==> src/rtl/core_alu_decoder.sv <==
// core_alu_decoder: RV32I instruction word -> registered ALU control bundle with valid/ready and flush.
// Optional macro CORE_ALU_DEC_UNSUP_EN adds a registered unsupported-encoding flag on unsup_o.

package core_pkg;
  parameter int unsigned DATA_WIDTH     = 32;
  parameter int unsigned ALU_WIDTH_CODE = 4;
endpackage

package alu_control_pkg;
  typedef enum logic [core_pkg::ALU_WIDTH_CODE-1:0] {
    alu_add  = 4'd0,
    alu_sub  = 4'd1,
    alu_and  = 4'd2,
    alu_xor  = 4'd3,
    alu_or   = 4'd4,
    alu_slt  = 4'd5,
    alu_sltu = 4'd6,
    alu_none = 4'd7
  } alu_op_e;
endpackage

module core_alu_decoder
  import alu_control_pkg::*;
#(
  parameter int unsigned DATA_WIDTH     = core_pkg::DATA_WIDTH,
  parameter int unsigned ALU_WIDTH_CODE = core_pkg::ALU_WIDTH_CODE
) (
  input  logic                      clk,
  input  logic                      rst_n,
  input  logic                      flush_i,
  input  logic                      in_valid_i,
  output logic                      in_ready_o,
  input  logic [31:0]               instr_i,
  input  logic [DATA_WIDTH-1:0]     pc_i,
  output logic                      out_valid_o,
  input  logic                      out_ready_i,
  output logic [ALU_WIDTH_CODE-1:0] alu_control_o,
  output logic [1:0]                op_a_sel_o,
  output logic                      op_b_sel_o,
  output logic [DATA_WIDTH-1:0]     imm_o,
  output logic [DATA_WIDTH-1:0]     pc_o,
  output logic [4:0]                rs1_o,
  output logic [4:0]                rs2_o,
  output logic [4:0]                rd_o,
  output logic                      reg_write_o,
  output logic                      unsup_o
);

  typedef enum logic [6:0] {
    OPC_OP     = 7'b0110011,
    OPC_OP_IMM = 7'b0010011,
    OPC_LUI    = 7'b0110111,
    OPC_AUIPC  = 7'b0010111,
    OPC_LOAD   = 7'b0000011,
    OPC_STORE  = 7'b0100011
  } opcode_e;

  opcode_e               opcode;
  logic [2:0]            funct3;
  logic [6:0]            funct7;
  logic [DATA_WIDTH-1:0] imm_i_type;
  logic [DATA_WIDTH-1:0] imm_s_type;
  logic [DATA_WIDTH-1:0] imm_u_type;

  assign opcode     = opcode_e'(instr_i[6:0]);
  assign funct3     = instr_i[14:12];
  assign funct7     = instr_i[31:25];
  assign imm_i_type = DATA_WIDTH'($signed(instr_i[31:20]));
  assign imm_s_type = DATA_WIDTH'($signed({instr_i[31:25], instr_i[11:7]}));
  assign imm_u_type = DATA_WIDTH'($signed({instr_i[31:12], 12'b0}));

  alu_op_e               dec_alu;
  logic [1:0]            dec_a_sel;
  logic                  dec_b_sel;
  logic [DATA_WIDTH-1:0] dec_imm;
  logic                  dec_wr;
  logic                  dec_ok;

  always_comb begin
    dec_alu   = alu_none;
    dec_a_sel = 2'd0;
    dec_b_sel = 1'b0;
    dec_imm   = '0;
    dec_wr    = 1'b0;
    dec_ok    = 1'b0;
    case (opcode)
      OPC_OP: begin
        dec_wr = 1'b1;
        if (funct7 == 7'b0000000) begin
          dec_ok = 1'b1;
          case (funct3)
            3'b000:  dec_alu = alu_add;
            3'b100:  dec_alu = alu_xor;
            3'b110:  dec_alu = alu_or;
            3'b111:  dec_alu = alu_and;
            3'b010:  dec_alu = alu_slt;
            3'b011:  dec_alu = alu_sltu;
            default: dec_ok  = 1'b0;
          endcase
        end else if (funct7 == 7'b0100000 && funct3 == 3'b000) begin
          dec_ok  = 1'b1;
          dec_alu = alu_sub;
        end
      end
      OPC_OP_IMM: begin
        dec_ok    = 1'b1;
        dec_wr    = 1'b1;
        dec_b_sel = 1'b1;
        dec_imm   = imm_i_type;
        case (funct3)
          3'b000:  dec_alu = alu_add;
          3'b010:  dec_alu = alu_slt;
          3'b011:  dec_alu = alu_sltu;
          3'b100:  dec_alu = alu_xor;
          3'b110:  dec_alu = alu_or;
          3'b111:  dec_alu = alu_and;
          default: dec_ok  = 1'b0;
        endcase
      end
      OPC_LUI: begin
        dec_ok    = 1'b1;
        dec_wr    = 1'b1;
        dec_alu   = alu_add;
        dec_a_sel = 2'd2;
        dec_b_sel = 1'b1;
        dec_imm   = imm_u_type;
      end
      OPC_AUIPC: begin
        dec_ok    = 1'b1;
        dec_wr    = 1'b1;
        dec_alu   = alu_add;
        dec_a_sel = 2'd1;
        dec_b_sel = 1'b1;
        dec_imm   = imm_u_type;
      end
      OPC_LOAD: begin
        dec_ok    = 1'b1;
        dec_wr    = 1'b1;
        dec_alu   = alu_add;
        dec_b_sel = 1'b1;
        dec_imm   = imm_i_type;
      end
      OPC_STORE: begin
        dec_ok    = 1'b1;
        dec_alu   = alu_add;
        dec_b_sel = 1'b1;
        dec_imm   = imm_s_type;
      end
      default: dec_ok = 1'b0;
    endcase
    // Partially decoded fields (shift funct3, M-ext funct7) are scrubbed back to the idle bundle here.
    if (!dec_ok) begin
      dec_alu   = alu_none;
      dec_a_sel = 2'd0;
      dec_b_sel = 1'b0;
      dec_imm   = '0;
    end
    dec_wr = dec_wr && dec_ok && (instr_i[11:7] != 5'd0);
  end

  logic                      valid_q;
  logic [ALU_WIDTH_CODE-1:0] alu_q;
  logic [1:0]                a_sel_q;
  logic                      b_sel_q;
  logic [DATA_WIDTH-1:0]     imm_q;
  logic [DATA_WIDTH-1:0]     pc_q;
  logic [4:0]                rs1_q;
  logic [4:0]                rs2_q;
  logic [4:0]                rd_q;
  logic                      wr_q;
  logic                      accept;

  assign in_ready_o = !valid_q || out_ready_i;
  assign accept     = in_valid_i && in_ready_o;

  always_ff @(posedge clk or negedge rst_n) begin
    if (!rst_n) begin
      valid_q <= 1'b0;
      alu_q   <= ALU_WIDTH_CODE'(alu_none);
      a_sel_q <= '0;
      b_sel_q <= 1'b0;
      imm_q   <= '0;
      pc_q    <= '0;
      rs1_q   <= '0;
      rs2_q   <= '0;
      rd_q    <= '0;
      wr_q    <= 1'b0;
    end else if (flush_i) begin
      valid_q <= 1'b0;
    end else if (accept) begin
      valid_q <= 1'b1;
      alu_q   <= ALU_WIDTH_CODE'(dec_alu);
      a_sel_q <= dec_a_sel;
      b_sel_q <= dec_b_sel;
      imm_q   <= dec_imm;
      pc_q    <= pc_i;
      rs1_q   <= instr_i[19:15];
      rs2_q   <= instr_i[24:20];
      rd_q    <= instr_i[11:7];
      wr_q    <= dec_wr;
    end else if (out_ready_i) begin
      valid_q <= 1'b0;
    end
  end

`ifdef CORE_ALU_DEC_UNSUP_EN
  logic unsup_q;

  always_ff @(posedge clk or negedge rst_n) begin
    if (!rst_n) begin
      unsup_q <= 1'b0;
    end else if (flush_i) begin
      unsup_q <= 1'b0;
    end else if (accept) begin
      unsup_q <= !dec_ok;
    end else if (out_ready_i) begin
      unsup_q <= 1'b0;
    end
  end

  assign unsup_o = unsup_q;
`else
  assign unsup_o = 1'b0;
`endif

  assign out_valid_o   = valid_q;
  assign alu_control_o = alu_q;
  assign op_a_sel_o    = a_sel_q;
  assign op_b_sel_o    = b_sel_q;
  assign imm_o         = imm_q;
  assign pc_o          = pc_q;
  assign rs1_o         = rs1_q;
  assign rs2_o         = rs2_q;
  assign rd_o          = rd_q;
  assign reg_write_o   = wr_q;

endmodule

==> config.mk <==
export PLATFORM = sky130hd
export DESIGN_NAME = core_alu_decoder
export DESIGN_NICKNAME = d
export VERILOG_FILES = /design/src/rtl/core_alu_decoder.sv
export SDC_FILE = /design/constraint.sdc
export NUM_CORES = 1
export LEC_CHECK = 0
export ABC_CLOCK_PERIOD_IN_PS = 2900
export CAP_MARGIN = 30
export CORE_ASPECT_RATIO = 0.9
export CORE_UTILIZATION = 45
export CTS_BUF_LIST = sky130_fd_sc_hd__clkbuf_16
export DETAILED_ROUTE_END_ITERATION = 6
export PLACE_DENSITY = 0.86
export RECOVER_POWER = 100
export SLEW_MARGIN = 20
export SYNTH_ARGS = -nofsm -noshare
export SYNTH_HDL_FRONTEND = slang
export SYNTH_SLANG_ARGS = --single-unit
==> constraint.sdc <==
create_clock -name clk -period 2.9 [get_ports clk]
set_input_delay 0.435 -clock clk [delete_from_list [all_inputs] [get_ports clk]]
set_output_delay 0.435 -clock clk [all_outputs]
set_load 0.05 [all_outputs]
Word level (Yosys, flattened, before mapping):

Index checks and enable logic that the tools add are counted.

* flip-flop bits (word level): 88
* input bits: 69
* output and inout bits: 90
* logic and storage cells: 59

* eq/ne operators: 12
* mux-type cells: 19
* bitwise logic cells: 1
* reductions and logical operators: 17

Operators by type and width (count)
* $pmux W32 S3: 1
* $mux W32: 1
* $eq A7 B6 Y1 const B: 4
* $pmux W3 S6: 1
* $eq A7 B5 Y1 const B: 2
* $reduce_or A5 Y1: 2
* $eq A3 B3 Y1 const B: 3
* $mux W1: 9
* $pmux W3 S3: 1
* $eq A7 B2 Y1 const B: 1
* $logic_not A7 Y1: 1
* $eq A3 B2 Y1 const B: 2
* $mux W3: 2
* $reduce_or A6 Y1: 1
* $reduce_bool A5 Y1: 1
* $logic_and A1 B1 Y1: 4
* $mux W4: 1
* $pmux W2 S2: 1
* $reduce_or A2 Y1: 2
* $reduce_or A4 Y1: 1
* $logic_not A3 Y1: 1
* $pmux W1 S3: 1
* $reduce_bool A3 Y1: 1
* $mux W2: 1
* 4 further kinds: 4

Depth between registers and ports, before layout:

Gate-level depths: netlist of the first run.

* depth in word-level cells: 7
* gate-level depth with buffers: 6
* depth with buffers taken out: 4

Least setup slack after synthesis of the first run:

OpenSTA, ideal clock, no wires.

* kind: register -> register
* from: reg valid_q, in the netlist out_valid_o
* to: reg pc_q[11], in the netlist pc_o[11]
* data arrival time: 2.112 ns
* data required time: 2.834 ns
* path slack: 0.722 ns
* stages on the path, launching flop included: 7
* path buffers: 2
* clock period less this slack: 2.178 ns
* cell sequence: dfrtp_1 -> nand2b_1 -> nand2_1 -> clkbuf_1 -> clkbuf_1 -> nand2_1 -> nand2_1

* longest elaborated chain between the ends: 4

Ends and longest elaborated chain
* start: declaration: line 161 `logic valid_q;`
* start signal: assignment: line 178 `valid_q <= 1'b0;`
* start signal: assignment: line 189 `valid_q <= 1'b0;`
* start signal: assignment: line 191 `valid_q <= 1'b1;`
* $logic_not A1 Y1: line 173 `assign in_ready_o = !valid_q || out_ready_i;`
* $logic_or A1 B1 Y1: line 173
* named net in_ready_o: line 32 `output logic in_ready_o,`
* $logic_and A1 B1 Y1: line 174 `assign accept = in_valid_i && in_ready_o;`
* $reduce_and A2 Y1 (no source line)
* end signal: assignment: line 196 `pc_q <= pc_i;`
* end: declaration: line 166 `logic [DATA_WIDTH-1:0] pc_q;`

The timed path passes the listed nets, and every way through them passes these cells.
A chain may end at the register's enable or synchronous reset.

Final worst setup path of the first run:

* from: in instr_i[25]
* to: reg imm_q[17], in the netlist imm_o[17]

* longest elaborated chain between the ends: 6
* elaborated cells between the ends (all ways): 7

Ends and longest elaborated chain
* start: declaration: line 33 `input logic [31:0] instr_i,`
* $eq A7 B6 Y1: line 100 `end else if (funct7 == 7'b0100000 && funct3 == 3'b000) begin`
* $logic_and A1 B1 Y1: line 100
* $mux W1: line 100
* $mux W1 (*): line 89 `if (funct7 == 7'b0000000) begin`
* $pmux W1 S3 (*): line 86 `case (opcode)`
* $mux W32 (*): line 152 `if (!dec_ok) begin`
* end signal: assignment: line 195 `imm_q <= dec_imm;`
* end: declaration: line 165 `logic [DATA_WIDTH-1:0] imm_q;`

Every way passes the cells marked *; elsewhere a longest branch is shown, timed or not.

==> reports/metrics.yaml, run 1 <==
status:
  status: "complete, no violations"
critical_path:
  ff2ff_setup_slack_ns: 0.90
  r2r-start: "out_valid_o"
  crit_path_cell_trace: "clkdlybuf4s50_1 > or4_1 > o211ai_2 > nand3_1 > o21ai_0"
  critPathArrivalTime_ns: 2.79
  crit_slowest_cell: "or4_1"
  worstSetupPathType: "input pin to flip-flop"
  cp-end-kind: "flip-flop"
  startpoint_type: "input pin"
  worst_r2r_endpoint: "imm_o[17]"
  reg2reg_depth: 4
  cp_max_fo: 23
  slowest_delay_ns: 0.63
  crit_required_ns: 3.12
clocking:
  cts_resized: 0
  clockBufferDepth: 2
  clk_pin_slew_ns: 0.06
  cts_buffers: 9
  cts-root-buf: "clkbuf_16"
  post_cts_buffers: 0
  postCtsHoldBufs: 0
  clk-insertion-delay-late_ns: 0.33
  cts_tree: "built"
  cts.sinks: 87
  htreeDepth: 3
placement:
  dp_hpwl_mm: 7.19
  port-buffer-count: 156
  gp_congestion: 0.846
  dpl_cell_area_mm2: 0.00526
yosys:
  netlist_instances: 386
  yosys.cell_types.count: 35
  ys_seq_elements: 87
  yosys_warnings: 0
  synth_compound_area_share_pct: 14.5
  async_reset_ff_share_pct: 100
  syn_area_mm2: 0.00361
  synth_mux_area_share_pct: 0
  synthXorXnorAreaFrac_pct: 0
  synth_top_family_by_area: "simple AND/OR/NAND/NOR gates"
  synth_edf_count: 0
  synth-seq-area-share_pct: 60.4
  syn_avg_cell_area_um2: 9.35
  synth_flop_cell: "dfrtp_1"
  synthAdderAreaFrac_pct: 0
  synthSimpleGateAreaFrac_pct: 20.9
global_routing:
  grt_pass1_vias: 3213
  grt_usage_pct: 25.2
  antenna_found_initial: 0
  grt_first_pass_wirelength_mm: 15.8
  overflow: 0
  grt_max_degree: 55
timing:
  max_freq_mhz: 389
  hold_violations: 0
  final.period_utilization_pct: 88.7
  skew_ns: 0.00811
  worstMarginPinSlew_ns: 1.29
  hold_slack_ns: 0.385
  slew_viol_final: 0
  rsz0062_at_grt: "false"
  slew_headroom_pct: 13.7
  setup_tns_ns: 0
  period_minus_slack_ns: 2.57
  setup_viol: 0
floorplan:
  core_mm2: 0.00766
  die_width_um: 96.4
  rows: 30
  start_util_pct: 47.1
  die_y_um: 87.0
  dieArea_mm2: 0.00838
  ioPinCount: 159
drt:
  routed_wl_mm: 9.96
  highest_layer: "met4"
  via_count: 3326
  wl_met1_mm: 4.29
  wl_met3_um: 710
  via_per_inst: 5.22
  met2_length_mm: 4.78
  drt_iter0_drc: 134
  ant_nets: 0
  post_drt_wl_per_cell_um: 15.6
  dr.pass1.iters: 4
  drc: 0
finish:
  layout_commonest_cell: "nand2_1"
  fin_nets: 605
  layout_common_cells: "nand2_1 (162), dlygate4sd3_1 (90), dfrtp_1 (84)"
  area_growth_pct: 54.1
  seq_area_mm2: 0.00218
  nFillCells: 602
  final_area_mm2: 0.00556
  drive_gt1_share_pct: 5.55
  multi_input_area_mm2: 0.00128
  insertedDiodeCount: 0
power:
  p_per_area_mw_per_mm2: 626
  peakVddDrop_v: 0.000391
  p_leak_nw: 2.73
run:
  cap_viol_max_count: 0
worst_hold_path:
  hp-class: "input pin to async pin"
-- sequential cells by signal (all words and copies together) (netlist names) --
register       cells
out_valid_o        1
imm_o             32
pc_o              32
reg_write_o        1
rd_o               5
op_b_sel_o         1
rs1_o              5
op_a_sel_o         2
alu_control_o      3
rs2_o              5
-- layer usage --
layer	track usage (%)	vias to the layer above
met5	0	-
met4	7.49	0
met3	7.24	19
met2	40.2	140
met1	33.5	1570
li1	-	1597
-- power breakdown --
group	internal, mW	leakage, nW	switching (mW)
logic	0.265	1.43	0.568
clock network	0.837	0.172	0.449
registers	1.31	1.13	0.0468
-- Yosys cell counts, types with 2 or more instances --
| master | count | area (µm²) |
|---|---|---|
| inv_1 | 8 | 30.0 |
| and2_1 | 2 | 12.5 |
| clkbuf_1 | 20 | 75.1 |
| and3_1 | 2 | 12.5 |
| buf_6 | 2 | 22.5 |
| dfstp_2 | 3 | 78.8 |
| a211oi_1 | 2 | 15.0 |
| nor2b_1 | 4 | 25.0 |
| a21oi_1 | 23 | 115 |
| nand3_1 | 2 | 10.0 |
| nor2_1 | 2 | 7.51 |
| nand2_1 | 162 | 608 |
| buf_4 | 2 | 15.0 |
| a32o_1 | 12 | 120 |
| o21ai_0 | 16 | 80.1 |
| o22a_1 | 3 | 26.3 |
| dfrtp_1 | 84 | 2100 |
| o21ai_1 | 18 | 90.1 |
| a22o_1 | 3 | 26.3 |
-- worst max path at each step --
| stage | startpoint | to | slack (ns) | cells past startpoint |
|---|---|---|---|---|
| after floorplan | out_valid_o | pc_o[11] | 0.72 | 6 |
| after global placement | instr_i[25] | alu_control_o[1] | 0.47 | 5 |
| after detailed placement | instr_i[25] | imm_o[14] | 0.33 | 5 |
| after CTS | out_ready_i | in_ready_o | 0.52 | 3 |
| after global routing | instr_i[25] | imm_o[24] | 0.25 | 5 |
| final | instr_i[25] | imm_o[17] | 0.33 | 5 |
-- critical path, delay by kind of cell --
| family | cells | cell delay [ns] |
|---|---|---|
| buffers and inverters | 1 | 0.44 |
| and+or+nand+nor | 2 | 1.26 |
| AOI/OAI and AO/OA | 2 | 0.64 |
-- area by class of cell --
cell class | count | share of cell area (%)
clock buffer | 9 | 4.05
clock inverter | 7 | 2.00
inverter | 8 | 0.540
multi-input combinational | 267 | 23.0
sequential | 87 | 39.2
tap | 96 | 2.16
timing repair buffer | 163 | 29.1
-- stage by stage --
stage               std cells  power [mW]  util [%]  setup WS (ns)
global placement          621        2.25      68.6          0.474
CTS                       637        3.56      73.0          0.525
global route              637        3.62      72.6          0.250
detailed placement        621        2.27      68.6          0.334
floorplan                 387        1.88         -          0.722
finish                    637        3.48      72.6          0.328
-- cell families (layout without fill, tap and decap cells) --
group,after synthesis,in the layout
simple gates,183,183
flops,87,87
compound gates,82,82
buf+inv,33,187
other cells,1,2
No activity file was read; power rests on OpenSTA's default activity.
==> run 2: changes to the inputs <==
Settings changed: ABC_CLOCK_PERIOD_IN_PS 2900 to 2500, CORE_UTILIZATION 45 to 42, PLACE_DENSITY 0.86 to 0.81.
Clock period 2.9 ns to 2.5 ns, I/O delays scaled along.
==> run 2 against run 1 <==
Compared with the run above: the flow now finishes with violations (max-capacitance violations, max-slew violations); combinational power increased by 18%; worst hold slack improved by 0.087 ns; utilization decreased by 4.2 points; design area increased by 0.77%; critical path depth increased by 1; critical endpoint is now imm_o[18]; largest cell class unchanged.
==> reports/metrics.yaml, run 2 (synthesized netlist as in run 1, its figures left out) <==
status:
  status: "finished with violations"
  violations: "max-capacitance violations, max-slew violations"
power:
  peakVddDrop_v: 0.000474
  switching_share_pct: 32.7
  p_sw_mw: 1.27
  p_per_area_mw_per_mm2: 694
  p_int_mw: 2.61
  p_clk_share_pct: 34.1
  p_leak_nw: 2.71
  p_seq_share_pct: 40.7
  combinationalPowerShare_pct: 25.3
global_routing:
  grt_pass1_vias: 3346
  grt_max_degree: 71
  antenna_found_initial: 0
  overflow: 0
  grt_usage_pct: 24.6
  grt_first_pass_wirelength_mm: 17.1
drt:
  routed_wl_mm: 10.5
  drt_iter0_drc: 152
  drc: 0
  via_count: 3355
  post_drt_wl_per_cell_um: 15.9
  via_per_inst: 5.08
  dr.pass1.iters: 4
  ant_nets: 0
timing:
  final.period_utilization_pct: 85.8
  setup_viol: 0
  slew_viol_final: 38
  rsz0062_at_grt: "false"
  setup_tns_ns: 0
  skew_ns: 0.00451
  period_minus_slack_ns: 2.14
  slew_headroom_pct: -37.2
  max_freq_mhz: 466
  worstMarginPinSlew_ns: 2.06
  hold_violations: 0
critical_path:
  critPathArrivalTime_ns: 2.39
  ff2ff_setup_slack_ns: 0.73
  crit_slowest_cell: "or4_1"
  reg2reg_depth: 6
  worstSetupPathType: "input pin to flip-flop"
  r2r-start: "out_valid_o"
  worst_r2r_endpoint: "rs2_o[1]"
  crit_required_ns: 2.75
  slowest_delay_ns: 0.64
  cp_max_fo: 13
  startpoint_type: "input pin"
  cp-end-kind: "flip-flop"
  crit_path_cell_trace: "clkdlybuf4s50_1 > or4_1 > o211ai_1 > nand3_2 > clkbuf_1 > o21ai_0"
placement:
  placedCellCount: 644
  gp_congestion: 0.795
  dp_hpwl_mm: 7.53
  port-buffer-count: 156
finish:
  stdcell_count: 661
  layout_commonest_cell: "nand2_1"
  area_growth_pct: 55.3
  layout_common_cells: "nand2_1 (162), dlygate4sd3_1 (89), dfrtp_1 (84)"
  insertedDiodeCount: 0
  drive_gt1_share_pct: 5.86
  nFillCells: 654
  fin_nets: 610
clocking:
  cts_resized: 0
  cts_tree: "built"
  post_cts_buffers: 0
  clk-insertion-delay-late_ns: 0.33
  clockBufferDepth: 2
  htreeDepth: 3
  cts.sinks: 87
  cts_buffers: 9
  cts-root-buf: "clkbuf_16"
  postCtsHoldBufs: 0
  clk_pin_slew_ns: 0.06
run:
  cap_viol_max_count: 1
floorplan:
  die_width_um: 99.7
  dieArea_mm2: 0.00897
  die_y_um: 89.9
  rows: 31
  core_mm2: 0.00818
  start_util_pct: 44.1
  ioPinCount: 159
worst_hold_path:
  hold_depth: 2
  hp-class: "flip-flop to flip-flop"
  hold_end: "pc_o[23]"
  worstHoldStart: "pc_o[23]"
-- run 2: how the worst max path moves through the flow --
stage / from / endpoint / slack [ns] / cells past startpoint
finish: instr_i[25] / imm_o[18] / 0.36 / 6
global route: instr_i[25] / imm_o[18] / 0.23 / 6
CTS: alu_control_o[1] / alu_control_o[1] / 0.44 / 1
detailed placement: instr_i[25] / imm_o[14] / 0.30 / 6
global placement: instr_i[25] / alu_control_o[0] / 0.36 / 6
floorplan: out_valid_o / pc_o[11] / 0.32 / 6
-- run 2: worst max-delay path: cells and delay by family --
kind                   cells  cell delay [ns]
buffers and inverters      2             0.72
and+or+nand+nor            2             0.75
AOI/OAI and AO/OA          2             0.54
-- run 2: power groups by stage --
stage / combinational (mW) / clock (mW) / sequential, mW
4_1_cts: 1.03 / 1.36 / 1.59
3_3_place_gp: 1.01 / 0 / 1.61
3_5_place_dp: 1.03 / 0 / 1.61
5_1_grt: 1.04 / 1.41 / 1.60
2_1_floorplan: 0.163 / 0 / 2.02
6_report: 0.982 / 1.32 / 1.58
-- run 2: through the flow --
step | hold slack, ns | cell area, µm² | total power [mW] | utilization, % | setup WS (ns)
floorplan | 0.0794 | 3610 | 2.18 | - | 0.322
global placement | 0.451 | 5320 | 2.62 | 65.0 | 0.361
detailed placement | 0.465 | 5320 | 2.64 | 65.0 | 0.304
CTS | 0.191 | 5620 | 3.97 | 68.6 | 0.439
global route | 0.493 | 5600 | 4.04 | 68.5 | 0.229
finish | 0.472 | 5600 | 3.89 | 68.5 | 0.356
-- run 2: metal layers --
layer | up-vias | track usage [%] | part of all wire [%]
met5 | - | 0 | 0
met4 | 0 | 7.35 | 1.7
met3 | 13 | 6.30 | 5.2
met2 | 107 | 40.7 | 50
met1 | 1648 | 31.8 | 43
li1 | 1587 | - | -
-- run 2: area by class of cell --
class	instances	area, µm²	share of cell area (%)
clock inverter	7	71.3	1.27
tap	115	144	2.57
multi-input combinational	267	1280	22.8
inverter	8	30.0	0.536
timing repair buffer	168	1680	29.9
clock buffer	9	225	4.02
sequential	87	2180	38.9
